[src/rtl/conv_sched.sv]
`default_nettype none
// ============================================================================
// conv_sched : layer sequencer (pixel fill -> ctrl -> CIM -> func per window)
// Optional CONV_SCHED_PERF_EN adds the o_stall_cycles counter.  Rev 1.0
// ============================================================================
module conv_sched #(
  parameter int IMG_WIDTH  = 13,
  parameter int KERNEL_DIM = 3,
  localparam int c_cw = (IMG_WIDTH > 1) ? $clog2(IMG_WIDTH) : 1
) (
  input  logic            clk,
  input  logic            rst,
  input  logic            i_layer_start,
  input  logic            i_pixel_valid,
  output logic            o_pixel_ready,
  output logic            o_ibuf_we,
  output logic            o_ctrl_start,
  input  logic            i_ctrl_busy,
  input  logic            i_cim_busy,
  output logic            o_func_start,
  input  logic            i_func_busy,
  output logic [c_cw-1:0] o_win_row,
  output logic [c_cw-1:0] o_win_col,
  output logic            o_busy,
  output logic            o_done,
  output logic [31:0]     o_stall_cycles
);

  localparam logic [2:0] c_idle  = 3'd0;
  localparam logic [2:0] c_fill  = 3'd1;
  localparam logic [2:0] c_issue = 3'd2;
  localparam logic [2:0] c_ctrl  = 3'd3;
  localparam logic [2:0] c_cim   = 3'd4;
  localparam logic [2:0] c_drain = 3'd5;

  localparam logic [c_cw-1:0] c_last_idx = c_cw'(IMG_WIDTH - 1);
  localparam logic [c_cw-1:0] c_k1       = c_cw'(KERNEL_DIM - 1);

  logic [2:0]      r_state;
  logic [c_cw-1:0] r_in_row;
  logic [c_cw-1:0] r_in_col;
  logic [c_cw-1:0] r_win_row;
  logic [c_cw-1:0] r_win_col;
  logic            r_last;

  logic w_gate;
  logic w_accept;
  logic w_win;
  logic w_col_wrap;
  logic w_last_px;

  // Both CIM and func must be idle before a new ctrl write or a new readout.
  assign w_gate     = !i_cim_busy && !i_func_busy;
  assign w_accept   = (r_state == c_fill) && i_pixel_valid;
  assign w_win      = (r_in_row >= c_k1) && (r_in_col >= c_k1);
  assign w_col_wrap = (r_in_col == c_last_idx);
  assign w_last_px  = w_col_wrap && (r_in_row == c_last_idx);

  assign o_pixel_ready = (r_state == c_fill);
  assign o_ibuf_we     = w_accept;
  assign o_ctrl_start  = (r_state == c_issue) && w_gate;
  assign o_func_start  = (r_state == c_cim) && w_gate;
  assign o_done        = (r_state == c_drain) && !i_func_busy;
  assign o_busy        = (r_state != c_idle);
  assign o_win_row     = r_win_row;
  assign o_win_col     = r_win_col;

  always_ff @(posedge clk or negedge rst) begin
    if (!rst) begin
      r_state   <= c_idle;
      r_in_row  <= '0;
      r_in_col  <= '0;
      r_win_row <= '0;
      r_win_col <= '0;
      r_last    <= 1'b0;
    end else begin
      case (r_state)
        c_idle: begin
          if (i_layer_start) begin
            r_in_row  <= '0;
            r_in_col  <= '0;
            r_win_row <= '0;
            r_win_col <= '0;
            r_last    <= 1'b0;
            r_state   <= c_fill;
          end
        end
        c_fill: begin
          if (w_accept) begin
            // The final pixel always dispatches, so the row never runs past the image.
            if (w_col_wrap) begin
              r_in_col <= '0;
              if (!w_last_px) r_in_row <= r_in_row + 1'b1;
            end else begin
              r_in_col <= r_in_col + 1'b1;
            end
            if (w_win) begin
              r_win_row <= r_in_row - c_k1;
              r_win_col <= r_in_col - c_k1;
              r_last    <= w_last_px;
              r_state   <= c_issue;
            end
          end
        end
        c_issue: if (w_gate) r_state <= c_ctrl;
        c_ctrl:  if (!i_ctrl_busy) r_state <= c_cim;
        c_cim:   if (w_gate) r_state <= r_last ? c_drain : c_fill;
        c_drain: if (!i_func_busy) r_state <= c_idle;
        default: r_state <= c_idle;
      endcase
    end
  end

`ifdef CONV_SCHED_PERF_EN
  logic [31:0] r_stall;
  logic        w_stall_cyc;

  assign w_stall_cyc = (r_state == c_issue) || (r_state == c_ctrl) ||
                       (r_state == c_cim)   || (r_state == c_drain) ||
                       ((r_state == c_fill) && !i_pixel_valid);

  always_ff @(posedge clk or negedge rst) begin
    if (!rst) begin
      r_stall <= 32'd0;
    end else if ((r_state == c_idle) && i_layer_start) begin
      r_stall <= 32'd0;
    end else if (w_stall_cyc && (r_stall != 32'hFFFF_FFFF)) begin
      r_stall <= r_stall + 32'd1;
    end
  end

  assign o_stall_cycles = r_stall;
`else
  assign o_stall_cycles = 32'd0;
`endif

endmodule
`default_nettype wire

[config.mk]
export PLATFORM = sky130hd
export DESIGN_NAME = conv_sched
export DESIGN_NICKNAME = d
export VERILOG_FILES = /design/src/rtl/conv_sched.sv
export SDC_FILE = /design/constraint.sdc
export NUM_CORES = 1
export LEC_CHECK = 0
export ABC_AREA = 1
export CAP_MARGIN = 20
export CELL_PAD_IN_SITES_DETAIL_PLACEMENT = 1
export CELL_PAD_IN_SITES_GLOBAL_PLACEMENT = 2
export CORE_MARGIN = 3
export CORE_UTILIZATION = 25
export CTS_CLUSTER_SIZE = 24
export DETAILED_ROUTE_END_ITERATION = 8
export PLACE_DENSITY = 0.92
export SLEW_MARGIN = 15
export SYNTH_ARGS = -nofsm -noshare
export SYNTH_HDL_FRONTEND = slang
export SYNTH_SLANG_ARGS = --single-unit
[constraint.sdc]
create_clock -name clk -period 1.8 [get_ports clk]
set_clock_uncertainty 0.05 [all_clocks]
set_input_delay 0.36 -clock clk [delete_from_list [all_inputs] [get_ports clk]]
set_output_delay 0.36 -clock clk [all_outputs]
set_load 0.02 [all_outputs]
==> results of run 1 <==
## worst max path at each step
stage                     cells past startpoint           end  slack, ns                   start
after floorplan                               3        o_done       0.19  r_state[0]$_DFFE_PN0P_
after global placement                        4  o_func_start      -0.41             i_func_busy
after detailed placement                      4  o_func_start      -0.49             i_func_busy
after CTS                                     3        o_done      0.006             i_func_busy
after global routing                          4        o_busy      0.004  r_state[1]$_DFFE_PN0P_
final                                         4        o_busy       0.06  r_state[1]$_DFFE_PN0P_
## synthesized netlist by cell type
| cell type | instances |
|---|---|
| nand2_4 | 1 |
| o21ai_0 | 1 |
| nor2_4 | 2 |
| xnor2_1 | 3 |
| nor2_2 | 1 |
| nor4_1 | 1 |
| nand3_1 | 22 |
| o21ai_4 | 1 |
| xor2_1 | 1 |
| inv_1 | 10 |
| inv_4 | 2 |
| dfrtp_1 | 20 |
| o21ai_2 | 3 |
| nand3b_1 | 2 |
| nand2_1 | 56 |
| buf_4 | 34 |
| inv_2 | 4 |
| nand4_1 | 2 |
| or2_2 | 2 |
| nand3_4 | 1 |
| a21oi_1 | 1 |
| nor2_1 | 23 |
| nand2_2 | 3 |
| conb_1 | 1 |
| buf_6 | 1 |
| ha_1 | 10 |
| o21ai_1 | 2 |
## logic make-up (layout without fill, tap and decap cells)
group                      Yosys count  count (layout)  share of synthesized area (%)
xor gates and xnor gates             4               4                           2.21
adders and majority gates           10              10                           7.88
and+or+nand+nor                    116             116                           33.3
AOI/OAI and AO/OA                    8               8                           3.94
other                                1              32                          0.236
DFF                                 20              20                           31.5
buffers and inverters               51              63                           20.9
## power breakdown
group | switching (mW) | internal (mW)
combinational | 1.11 | 0.755
clock | 0.156 | 0.195
sequential | 0.129 | 0.585
## per-stage QoR
step	setup TNS [ns]	std cells	hold slack (ns)	instance area, µm²
2_1_floorplan	0	241	0.0144	1700
3_3_place_gp	-1.36	324	0.404	1900
3_5_place_dp	-1.60	324	0.409	1900
4_1_cts	0	328	0.400	1960
5_1_grt	0	328	0.425	1950
6_report	0	328	0.390	1950
## flip-flops by register name, indices dropped and copies added, names as in the netlist
name	flops
r_in_row	4
r_in_col	4
o_win_row	4
r_last	1
o_win_col	4
r_state	3
## routing by layer
metal  track usage (%)  vias up  share of wire [%]
li1                  -      681                  -
met1              13.1      626                 43
met2              19.4       26                 53
met3             0.576        5                2.5
met4              4.17        0                1.6
met5                 0        -                  0
## repair_timing
item                                    in CTS  in global routing
hold buffers                                 0                  0
gates resized for setup                     22                  6
endpoints found under the setup margin       6                  5
## critical path, cell delays in order, from the launching register on
cell             delay (ns)
dfrtp_2                0.47
nor2_4                 0.13
buf_4                  0.12
nand2_2                0.06
clkdlybuf4s15_1        0.30
## cell type report
type	count	area, µm²	area share (%)
multi-input combinational	170	877	45.1
tap	75	93.8	4.82
sequential	20	503	25.8
inverter	16	65.1	3.34
timing repair buffer	43	353	18.1
clock buffer	4	55.1	2.83
==> results.sh, run 1 <==
export IMPL_outcome="finished clean"
export IMPL_postCtsSetupRepairBufs=0
export IMPL_setup_viol=0
export IMPL_ant_nets=0
export IMPL_antenna_found_initial=0
export IMPL_start_kind="flop"
export IMPL_gp_congestion=0.811
export IMPL_die_h_um=85.7
export IMPL_final_util_pct=32.3
export IMPL_clk_pin_slew_ns=0.08
export IMPL_rsz0062_at_grt="no"
export IMPL_initial_core_util_pct=26.3
export IMPL_maxCapViolCount=0
export IMPL_end_kind="output pin"
export IMPL_synthCells=210
export IMPL_yosysWarnings=0
export IMPL_portBuffers=20
export IMPL_cts_htree_levels=1
export IMPL_yosys_area_top_type_share_pct=31.5
export IMPL_hpwlAfterDp_um=3050
export IMPL_grt_max_degree=21
export IMPL_yosysUniqueCellTypes=27
export IMPL_dp_slack_ns=-0.494
export IMPL_core_area_um2=6030
export IMPL_syn_to_final_growth_pct=22.6
export IMPL_io_pins=53
export IMPL_final_cell_mix="nand2_1, conb_1, buf_4, nor2_1, nand3_1"
export IMPL_die_x_um=85.7
export IMPL_layout_commonest_cell="nand2_1"
export IMPL_dr_pass1_iters=4
export IMPL_r2r_setup_slack_ns=0.19
export IMPL_cts_tree="yes"
export IMPL_fin_crit_sh_pct=96.8
export IMPL_fin_crit_ns=1.74
export IMPL_power_mw=2.93
export IMPL_peakVddDrop_mv=0.469
export IMPL_clock_latency_ns=0.26
export IMPL_yosysSeqAreaShare_pct=31.5
export IMPL_synth_area_leaders="dfrtp_1, buf_4, nand2_1, ha_1, nand3_1"
export IMPL_cts_made_buffers=3
export IMPL_vias=1338
export IMPL_fin_ws_ns=0.0577
export IMPL_antennaDiodeCount=0
export IMPL_routed_via_density=4.08
export IMPL_r2r_start="r_state[1]$_DFFE_PN0P_"
export IMPL_first_iter_violations=14
export IMPL_clockRootBuffer="clkbuf_8"
export IMPL_p_leak_nw=1.03
export IMPL_routedWlPerCell_um=11.4
export IMPL_critPathMaxFanout=6
export IMPL_grt_pass1_vias=1388
export IMPL_cts_sinks=20
export IMPL_power_density_nw_per_um2=1510
export IMPL_grt_ovfl_total=0
export IMPL_clockBufferDepth=2
export IMPL_fillers=751
export IMPL_crit_required_ns=1.39
export IMPL_rows=28
export IMPL_reg2regPathDepth=10
export IMPL_max_freq_mhz=574
export IMPL_syn_avg_cell_area_um2=7.56
export IMPL_r2r_end="r_in_col[2]$_DFFE_PN0P_"
export IMPL_syn_cell_area_um2=1590
export IMPL_layout_nets=271
export IMPL_path_class="reg2out"
export IMPL_synth_top_area_cell="dfrtp_1"
export IMPL_worstHoldPathType="in2async"
export IMPL_drv_slew=0
export IMPL_finalHoldViolCount=0
export IMPL_grt_usage_pct=10.7
export IMPL_ys_seq_elements=20
export IMPL_routed_wl_um=3740
export IMPL_drive_above_1_share_pct=21.7
export IMPL_critical_path_arrival_ns=1.33
export IMPL_die_area_um2=7340
export IMPL_grt_pass1_wl_um=6400
export IMPL_remaining_drc_errors=0
Note: power is estimated with default switching activity, not from simulation.
==> run 2, diff against run 1 <==
SKIP_CTS_REPAIR_TIMING = 1   (was default)
==> results.sh, run 2 (synthesis gave the netlist of run 1 again) <==
export IMPL_outcome="finished clean"
export IMPL_remaining_drc_errors=0
export IMPL_dp_cells=324
export IMPL_final_cell_mix="nand2_1, conb_1, buf_4, nor2_1, nand3_1"
export IMPL_fin_tns_setup_ns=0
export IMPL_max_freq_mhz=559
export IMPL_r2r_end="r_in_col[2]$_DFFE_PN0P_"
export IMPL_clock_latency_ns=0.26
export IMPL_core_area_um2=6030
export IMPL_syn_to_final_growth_pct=23.7
export IMPL_finalHoldViolCount=0
export IMPL_grt_usage_pct=10.7
export IMPL_clockBufferDepth=2
export IMPL_power_density_nw_per_um2=1500
export IMPL_grt_max_degree=21
export IMPL_setup_viol=0
export IMPL_cts_sinks=20
export IMPL_r2r_setup_slack_ns=0.18
export IMPL_path_class="in2out"
export IMPL_end_kind="output pin"
export IMPL_die_h_um=85.7
export IMPL_p_leak_nw=1.07
export IMPL_dr_pass1_iters=4
export IMPL_crit_path_start="i_func_busy"
export IMPL_fin_ws_ns=0.0114
export IMPL_clockRootBuffer="clkbuf_8"
export IMPL_portBuffers=20
export IMPL_layout_commonest_cell="nand2_1"
export IMPL_rows=28
export IMPL_grtUsageMet1_pct=13.1
export IMPL_first_iter_violations=20
export IMPL_worstHoldPathType="in2async"
export IMPL_drv_slew=0
export IMPL_antenna_found_initial=0
export IMPL_die_x_um=85.7
export IMPL_drive_above_1_share_pct=20.9
export IMPL_routed_wl_um=3760
export IMPL_grt_pass1_wl_um=6400
export IMPL_dp_slack_ns=-0.494
export IMPL_routed_via_density=4.08
export IMPL_grtUsageMet3_pct=0.576
export IMPL_reg2regPathDepth=10
export IMPL_critPathMaxFanout=3
export IMPL_fillers=750
export IMPL_fin_crit_sh_pct=99.4
export IMPL_layout_nets=271
export IMPL_ant_nets=0
export IMPL_met2_usage_pct=19.4
export IMPL_gp_congestion=0.811
export IMPL_start_kind="input port"
export IMPL_cts_htree_levels=1
export IMPL_peakVddDrop_mv=0.468
export IMPL_initial_core_util_pct=26.3
export IMPL_final_cells=328
export IMPL_fin_crit_ns=1.79
export IMPL_grt_pass1_vias=1387
export IMPL_maxCapViolCount=0
export IMPL_cts_tree="yes"
export IMPL_cts_made_buffers=3
export IMPL_hpwlAfterDp_um=3050
export IMPL_io_pins=53
export IMPL_crit_required_ns=1.39
export IMPL_die_area_um2=7340
export IMPL_grt_ovfl_total=0
export IMPL_routedWlPerCell_um=11.5
export IMPL_grt_busiest_layer="met2"
export IMPL_r2r_start="r_state[1]$_DFFE_PN0P_"
export IMPL_antennaDiodeCount=0
export IMPL_crit_end="o_func_start"
export IMPL_vias=1337
export IMPL_critical_path_arrival_ns=1.38
export IMPL_clk_pin_slew_ns=0.08
==> run 2: changes by cell type in the layout (fill, tap and decap cells not counted), sizes merged <==
cell	before	now
dlymetal6s2s	0	3
clkdlybuf4s15	1	0
buf	27	25
==> run 2: final cells by class <==
| class | instances | area, µm² | area share, % |
|---|---|---|---|
| timing repair buffer | 43 | 370 | 18.9 |
| inverter | 16 | 65.1 | 3.31 |
| multi-input combinational | 170 | 877 | 44.6 |
| sequential | 20 | 503 | 25.6 |
| tap | 75 | 93.8 | 4.78 |
| clock buffer | 4 | 55.1 | 2.80 |
==> run 2: metrics by stage <==
stage          power, mW  hold WS (ns)  utilization, %  instance area [µm²]
6_report            2.94         0.391            32.6                 1960
5_1_grt             3.23         0.425            32.6                 1960
4_1_cts             2.99         0.400            32.5                 1960
3_5_place_dp        2.63         0.409            31.6                 1900
3_3_place_gp        2.56         0.404            31.6                 1900
2_1_floorplan       1.93        0.0144               -                 1700
==> run 2: routing by layer <==
| layer | wire (µm) | part of all wire (%) |
|---|---|---|
| met1 | 1620 | 43 |
| met2 | 1990 | 53 |
| met3 | 94 | 2.5 |
| met4 | 60 | 1.6 |
| met5 | 0 | 0 |
==> run 2: worst min path at each step <==
stage and endpoint:
3_5_place_dp o_win_row[2]$_DFFE_PN0P_, 4_1_cts o_win_col[3]$_DFFE_PN0P_, 6_report o_win_col[0]$_DFFE_PN0P_, 3_3_place_gp o_win_col[1]$_DFFE_PN0P_
5_1_grt o_win_col[3]$_DFFE_PN0P_, 2_1_floorplan o_win_col[0]$_DFFE_PN0P_
==> run 2: critical path, stage by stage <==
cell             delay [ns]
clkdlybuf4s50_1        0.44
or2_4                  0.26
nor2_1                 0.15
buf_4                  0.17
==> run 2: power breakdown <==
part	switching, mW	internal [mW]	total [mW]
clock network	0.155	0.195	0.349
registers	0.129	0.585	0.714
logic	1.11	0.770	1.88
total	1.39	1.55	2.94
